<file path="config.mk">
export PLATFORM = sky130hd
export DESIGN_NAME = egress_wrr_sched
export DESIGN_NICKNAME = d
export VERILOG_FILES = /design/src/rtl/egress_wrr_sched_pkg.sv /design/src/rtl/egress_wrr_sched_wrr_arb2.sv /design/src/rtl/egress_wrr_sched.sv
export SDC_FILE = /design/constraint.sdc
export NUM_CORES = 1
export LEC_CHECK = 0
export BUFFER_PORTS_ARGS = -buffer_cell sky130_fd_sc_hd__buf_2
export CORE_AREA = 2 2 371 373
export CTS_BUF_LIST = sky130_fd_sc_hd__clkbuf_4 sky130_fd_sc_hd__clkbuf_8 sky130_fd_sc_hd__clkbuf_16
export DETAILED_ROUTE_END_ITERATION = 12
export DIE_AREA = 0 0 373 375
export GPL_TIMING_DRIVEN = 1
export SLEW_MARGIN = 20
export SYNTH_ARGS = -nofsm -noshare
export SYNTH_HDL_FRONTEND = slang
export SYNTH_SLANG_ARGS = --single-unit
</file>
<file path="constraint.sdc">
create_clock -name clk -period 3.6 [get_ports clk]
set_input_delay 0 -clock clk [delete_from_list [all_inputs] [get_ports clk]]
set_output_delay 0 -clock clk [all_outputs]
set_load 0.01 [all_outputs]
</file>
<file path="src/rtl/egress_wrr_sched_pkg.sv">
// Shared definitions for the two-queue egress WRR scheduler.
// These cover the FIFO entry layout, the FSM encoding and the queue ids.
package egress_wrr_sched_pkg;

  localparam int DEFAULT_DATA_WIDTH = 256;
  localparam int DEFAULT_KEEP_WIDTH = 32;

  // Entry layout is {end, start, keep, data}, with data in the LSBs.
  localparam int DATA_LSB  = 0;
  localparam int KEEP_LSB  = DATA_LSB + DEFAULT_DATA_WIDTH;
  localparam int START_BIT = KEEP_LSB + DEFAULT_KEEP_WIDTH;
  localparam int END_BIT   = START_BIT + 1;

  function automatic int keep_lsb(input int dw);
    return DATA_LSB + dw;
  endfunction

  function automatic int start_bit(input int dw, input int kw);
    return DATA_LSB + dw + kw;
  endfunction

  function automatic int end_bit(input int dw, input int kw);
    return DATA_LSB + dw + kw + 1;
  endfunction

  typedef enum logic {
    IDLE = 1'b0,
    XFER = 1'b1
  } state_t;

  localparam logic Q_NIC = 1'b0;
  localparam logic Q_P2P = 1'b1;

endpackage

</file>
<file path="src/rtl/egress_wrr_sched_wrr_arb2.sv">
// Combinational two-way weighted round-robin grant with credit update.
// The caller commits the *_next values only when it actually takes the grant.
module wrr_arb2
  import egress_wrr_sched_pkg::*;
#(
  parameter int WEIGHT_WIDTH = 8
) (
  input  logic [1:0]                   req,
  input  logic                         strict,
  input  logic                         last_grant,
  input  logic [1:0][WEIGHT_WIDTH-1:0] credit,
  input  logic [1:0][WEIGHT_WIDTH-1:0] weight,
  output logic                         grant_valid,
  output logic                         grant,
  output logic [1:0][WEIGHT_WIDTH-1:0] credit_next,
  output logic                         last_grant_next
);

  logic [1:0][WEIGHT_WIDTH-1:0] reload;
  logic                         cur_q;
  logic                         oth_q;

  assign cur_q = last_grant;
  assign oth_q = ~last_grant;

  genvar gi;
  generate
    for (gi = 0; gi < 2; gi++) begin : gen_reload
      // A weight of 0 behaves like 1, so the reload value is max(w,1)-1.
      assign reload[gi] = (weight[gi] == '0) ? '0 : weight[gi] - WEIGHT_WIDTH'(1);
    end
  endgenerate

  always_comb begin
    grant_valid     = 1'b0;
    grant           = Q_NIC;
    credit_next     = credit;
    last_grant_next = last_grant;
    if (strict) begin
      grant_valid = |req;
      grant       = req[Q_NIC] ? Q_NIC : Q_P2P;
    end else if (req[cur_q] && (credit[cur_q] != '0)) begin
      grant_valid        = 1'b1;
      grant              = cur_q;
      credit_next[cur_q] = credit[cur_q] - WEIGHT_WIDTH'(1);
    end else if (req[oth_q]) begin
      grant_valid        = 1'b1;
      grant              = oth_q;
      credit_next[oth_q] = reload[oth_q];
      last_grant_next    = oth_q;
    end else if (req[cur_q]) begin
      grant_valid        = 1'b1;
      grant              = cur_q;
      credit_next[cur_q] = reload[cur_q];
    end
  end

endmodule

</file>
<file path="src/rtl/egress_wrr_sched.sv">
// Packet-atomic WRR scheduler that merges the NIC and P2P egress FIFOs onto one TX stream.
// It holds the grant FSM, the registered output stage, the packet counters and the framing flag.
module egress_wrr_sched
  import egress_wrr_sched_pkg::*;
#(
  parameter int DATA_WIDTH   = 256,
  parameter int KEEP_WIDTH   = 32,
  parameter int ENTRY_WIDTH  = DATA_WIDTH + KEEP_WIDTH + 2,
  parameter int WEIGHT_WIDTH = 8,
  parameter int CNT_WIDTH    = 32
) (
  input  logic                    clk,
  input  logic                    rst,
  input  logic                    i_cfg_enable,
  input  logic                    i_cfg_strict,
  input  logic [WEIGHT_WIDTH-1:0] iv_cfg_weight_0,
  input  logic [WEIGHT_WIDTH-1:0] iv_cfg_weight_1,
  input  logic                    i_q0_empty,
  output logic                    o_q0_rd_en,
  input  logic [ENTRY_WIDTH-1:0]  iv_q0_dout,
  input  logic                    i_q1_empty,
  output logic                    o_q1_rd_en,
  input  logic [ENTRY_WIDTH-1:0]  iv_q1_dout,
  output logic                    o_tx_valid,
  output logic                    o_tx_start,
  output logic                    o_tx_end,
  output logic [KEEP_WIDTH-1:0]   ov_tx_keep,
  output logic [DATA_WIDTH-1:0]   ov_tx_data,
  input  logic                    i_tx_ready,
  output logic [CNT_WIDTH-1:0]    ov_q0_pkt_cnt,
  output logic [CNT_WIDTH-1:0]    ov_q1_pkt_cnt,
  output logic                    o_err_sticky,
  input  logic                    i_cnt_clear
);

  localparam int KEEP_LSB_I  = keep_lsb(DATA_WIDTH);
  localparam int START_BIT_I = start_bit(DATA_WIDTH, KEEP_WIDTH);
  localparam int END_BIT_I   = end_bit(DATA_WIDTH, KEEP_WIDTH);

  state_t                       state_reg, state_next;
  logic                         gnt_reg, gnt_next;
  logic                         last_grant_reg, last_grant_next;
  logic [1:0][WEIGHT_WIDTH-1:0] credit_reg, credit_next;
  logic                         first_beat_reg, first_beat_next;
  logic                         qid_reg;
  logic [1:0][CNT_WIDTH-1:0]    cnt_reg, cnt_next;

  logic                         arb_valid, arb_grant, arb_last_grant;
  logic [1:0][WEIGHT_WIDTH-1:0] arb_credit;

  logic [ENTRY_WIDTH-1:0] head;
  logic                   head_empty;
  logic                   head_start;
  logic                   head_end;
  logic                   pop;
  logic                   frame_err;
  logic                   tx_accept_end;

  assign head       = (gnt_reg == Q_P2P) ? iv_q1_dout : iv_q0_dout;
  assign head_empty = (gnt_reg == Q_P2P) ? i_q1_empty : i_q0_empty;
  assign head_start = head[START_BIT_I];
  assign head_end   = head[END_BIT_I];

  assign pop        = (state_reg == XFER) & ~head_empty & (~o_tx_valid | i_tx_ready);
  assign o_q0_rd_en = pop & (gnt_reg == Q_NIC);
  assign o_q1_rd_en = pop & (gnt_reg == Q_P2P);

  // Start must appear on the first beat of a grant and nowhere else.
  assign frame_err     = pop & (first_beat_reg ? ~head_start : head_start);
  assign tx_accept_end = o_tx_valid & i_tx_ready & o_tx_end;

  wrr_arb2 #(
    .WEIGHT_WIDTH(WEIGHT_WIDTH)
  ) u_arb (
    .req            ({~i_q1_empty, ~i_q0_empty}),
    .strict         (i_cfg_strict),
    .last_grant     (last_grant_reg),
    .credit         (credit_reg),
    .weight         ({iv_cfg_weight_1, iv_cfg_weight_0}),
    .grant_valid    (arb_valid),
    .grant          (arb_grant),
    .credit_next    (arb_credit),
    .last_grant_next(arb_last_grant)
  );

  always_comb begin
    state_next      = state_reg;
    gnt_next        = gnt_reg;
    last_grant_next = last_grant_reg;
    credit_next     = credit_reg;
    first_beat_next = first_beat_reg;
    case (state_reg)
      IDLE: begin
        if (i_cfg_enable && arb_valid) begin
          state_next      = XFER;
          gnt_next        = arb_grant;
          last_grant_next = arb_last_grant;
          credit_next     = arb_credit;
          first_beat_next = 1'b1;
        end
      end
      XFER: begin
        if (pop) begin
          first_beat_next = 1'b0;
          if (head_end) state_next = IDLE;
        end
      end
      default: state_next = IDLE;
    endcase
  end

  genvar gi;
  generate
    for (gi = 0; gi < 2; gi++) begin : gen_cnt
      // Clearing wins over a packet completing in the same cycle.
      assign cnt_next[gi] = i_cnt_clear ? '0 :
                            (tx_accept_end && (qid_reg == 1'(gi))) ? cnt_reg[gi] + CNT_WIDTH'(1) :
                            cnt_reg[gi];
    end
  endgenerate

  always_ff @(posedge clk or negedge rst) begin
    if (!rst) begin
      state_reg      <= IDLE;
      gnt_reg        <= Q_NIC;
      last_grant_reg <= Q_P2P;
      credit_reg     <= '0;
      first_beat_reg <= 1'b0;
      o_tx_valid     <= 1'b0;
      o_tx_start     <= 1'b0;
      o_tx_end       <= 1'b0;
      ov_tx_keep     <= '0;
      ov_tx_data     <= '0;
      qid_reg        <= Q_NIC;
      cnt_reg        <= '0;
      o_err_sticky   <= 1'b0;
    end else begin
      state_reg      <= state_next;
      gnt_reg        <= gnt_next;
      last_grant_reg <= last_grant_next;
      credit_reg     <= credit_next;
      first_beat_reg <= first_beat_next;
      cnt_reg        <= cnt_next;
      if (pop) begin
        o_tx_valid <= 1'b1;
        o_tx_start <= head_start;
        o_tx_end   <= head_end;
        ov_tx_keep <= head[KEEP_LSB_I +: KEEP_WIDTH];
        ov_tx_data <= head[DATA_LSB +: DATA_WIDTH];
        qid_reg    <= gnt_reg;
      end else if (i_tx_ready) begin
        o_tx_valid <= 1'b0;
      end
      if (i_cnt_clear) begin
        o_err_sticky <= 1'b0;
      end else if (frame_err) begin
        o_err_sticky <= 1'b1;
      end
    end
  end

  assign ov_q0_pkt_cnt = cnt_reg[0];
  assign ov_q1_pkt_cnt = cnt_reg[1];

endmodule

</file>
==> run metrics <==
leakage=16.19 nW; Mean Syn Cell Area=10.09 sq um; worst skew pair latency=610 ps; register bit count reported by yosys=377; H-tree levels=2; final hold violation count=0; vias in the first global route=20820; GPL Wtd Cong=0.8998; kind of cell adding the most delay to the critical path=flip-flops; clock net sink count=377; CTS tree=done; VDD IR max=0.0004274 V; Register Area=9439 sq um; GR Overflow Total=0; data required time of the worst path=4080 ps; synth top area cells=dfrtp_1 52%, mux2i_1 17%, o21ai_1 8.4%; vias=19780; Final Max Slew Viols=0; Synth-to-Final Area Change=82.33%; Post-synth EDFFs=0; Mapped Nets=2393; Die Footprint=139900 sq um; clk buf depth=3; crit path from=last_grant_reg; DRT Wirelength=86030 um; Clock Skews=18.17 ps; Syn. warnings=0; starting density of the core=0.1318; multi-input logic area=8044 sq um; Final Setup Violations=0; CP endpoint kind=flop; Critical Path AT=3770 ps; Fin Setup TNS=0 ps; drt first pass iters=5; WS Path Type=reg -> reg; R2R cell count=10; post-synth top area share=0.5236; Critical Path Max Stage Delay=830 ps; Critical Path Source Type=flop; Final Power=23.18 mW; reg2reg end=credit_reg[3]; initial antenna violation count=14; Root Buffer=clkbuf_16; Buf+Inv Stages, Crit Path=2; Max Cap Viol=0; critical path depth=10; Slew @ Worst Pin=900.2 ps; commonest register cell after synthesis=dfrtp_1; TritonCTS buffer count=47; ys async rst share=1.000; Remaining DRCs=0; Pwr Density=707.3 nW/um^2; Vias/cell=3.830; Biggest register=ov_tx_data; r2r setup slk=310 ps; Reg-to-Reg Start=last_grant_reg; clk slew on worst S/H paths=60 ps; post-synthesis sequential area ratio=0.5251; Netlist cell types=58; Die Y=375 um; final core utilization=0.2404; Synth Instances=1781; RSZ-0062 raised after global routing=no; Core ar.=136300 sq um; HP Class=in -> async; minimum clock period=3286 ps; largest net degree at the start of global routing=163; max reg flops=256; crit-path cells=mux2i_1, ha_1, nor2b_1, nand4_1, a31oi_1, buf_4, o21ai_0, a32oi_1, o31ai_1, dlygate4sd3_1; drt first-iter violations=1024; filler instances=14400; post-detail-place hpwl=61410 um; Post-CTS Resized=0; cell accounting for the most synthesized area=dfrtp_1; # rows=136; placed cells=4455; worst relative slew slack=0.3999; status=complete, no violations; Post-CTS Hold Buffers=615; nets=3937; Syn Std Cell Area=17970 sq um; io pins=962; wire length of the first global-routing pass=126200 um; gr usage total=0.1173; WL/cell=16.66 um; Worst Setup EP=credit_reg[3]; post-CTS setup buffer count=0; period utilisation layout=0.9129; slowest CP cell=dfstp_2; ANT nets after route=0; Port Buf Inserts=961; Worst Path Max Fanout=25; Die X=373 um; share of layout cells above drive strength 1=0.3252; non-filler cells, final=5165; FMAX=304.3 MHz
[placed cells by master (no fill, tap or decap), types with 7 or more instances in the layout]
cell type,n
o21a_1,7
clkbuf_8,11
a21oi_1,18
diode_2,10
nor2_1,83
mux2i_1,299
buf_12,9
buf_4,24
dlygate4sd3_1,615
and2_1,8
xnor2_1,15
and3_1,12
o21ai_1,303
clkbuf_4,7
nor4_1,10
ha_1,8
or3_1,9
clkbuf_16,49
dfrtp_1,375
nand3_1,19
o21ai_0,9
nand2_1,322
clkinv_2,8
xor2_1,57
inv_1,12
nor3_1,10
nand4_1,25
buf_2,960
[synthesized netlist by cell type, types with 15 or more instances]
master    instances
dfrtp_1         376
nand2_1         322
o21ai_1         303
mux2i_1         299
clkbuf_1         90
nor2_1           83
xor2_1           57
nand4_1          25
buf_2            21
nand3_1          20
a21oi_1          18
xnor2_1          15
[cell families (layout without fill, tap and decap cells)]
family / Yosys count / in the layout / share of synthesized area
AND/OR/NAND/NOR: 532 / 532 / 0.1315
flip-flops: 377 / 377 / 0.5251
AO/OA/AOI/OAI: 366 / 366 / 0.1083
multiplexers: 299 / 299 / 0.1666
buffers and inverters: 127 / 1707 / 0.02799
XOR/XNOR: 72 / 72 / 0.03509
adder cells (fa/ha/maj): 8 / 8 / 0.005570
other: 0 / 10 / 0
[power breakdown]
part	total [mW]	internal [mW]	switching (mW)	leakage (nW)
sequential	7.13	5.98	1.15	4.76
combinational	11.1	5.07	6.01	10.6
clock	4.96	2.98	1.98	0.804
total	23.2	14.0	9.14	16.2
[worst min-delay path by stage]
stage / start / to / slack [ps]
floorplan: rst / credit_reg[0] / -300
global placement: rst / ov_tx_data[91] / 90
detailed placement: rst / ov_tx_data[91] / 90
CTS: rst / ov_tx_data[91] / 3
global route: rst / ov_tx_data[92] / 50
finish: rst / ov_tx_data[91] / 30
[through the flow]
stage | instance area, sq um | hold WS [ps] | worst slack [ps]
floorplan | 17970 | -295.6 | 852.5
global placement | 24960 | 87.63 | 1041
detailed placement | 24960 | 87.19 | 946.9
CTS | 32740 | 2.919 | 410.9
global route | 32750 | 49.29 | 39.88
finish | 32760 | 25.50 | 313.7
[metal layers]
layer	track usage	wire, um	vias to the layer above
met2	0.1913	39710	858
met5	0	0	-
li1	-	-	9289
met1	0.1315	32710	9437
met4	0.06519	4851	0
met3	0.04476	8759	196
[cell type report]
class | instances | share of cell area
antenna | 10 | 0.0007638
clock buffer | 67 | 0.04365
inverter | 13 | 0.001489
multi-input combinational | 1277 | 0.2455
tap | 1794 | 0.06851
sequential | 377 | 0.2881
clock inverter | 18 | 0.005996
timing repair buffer | 1609 | 0.3460
Note: power is estimated with default switching activity, not from simulation.
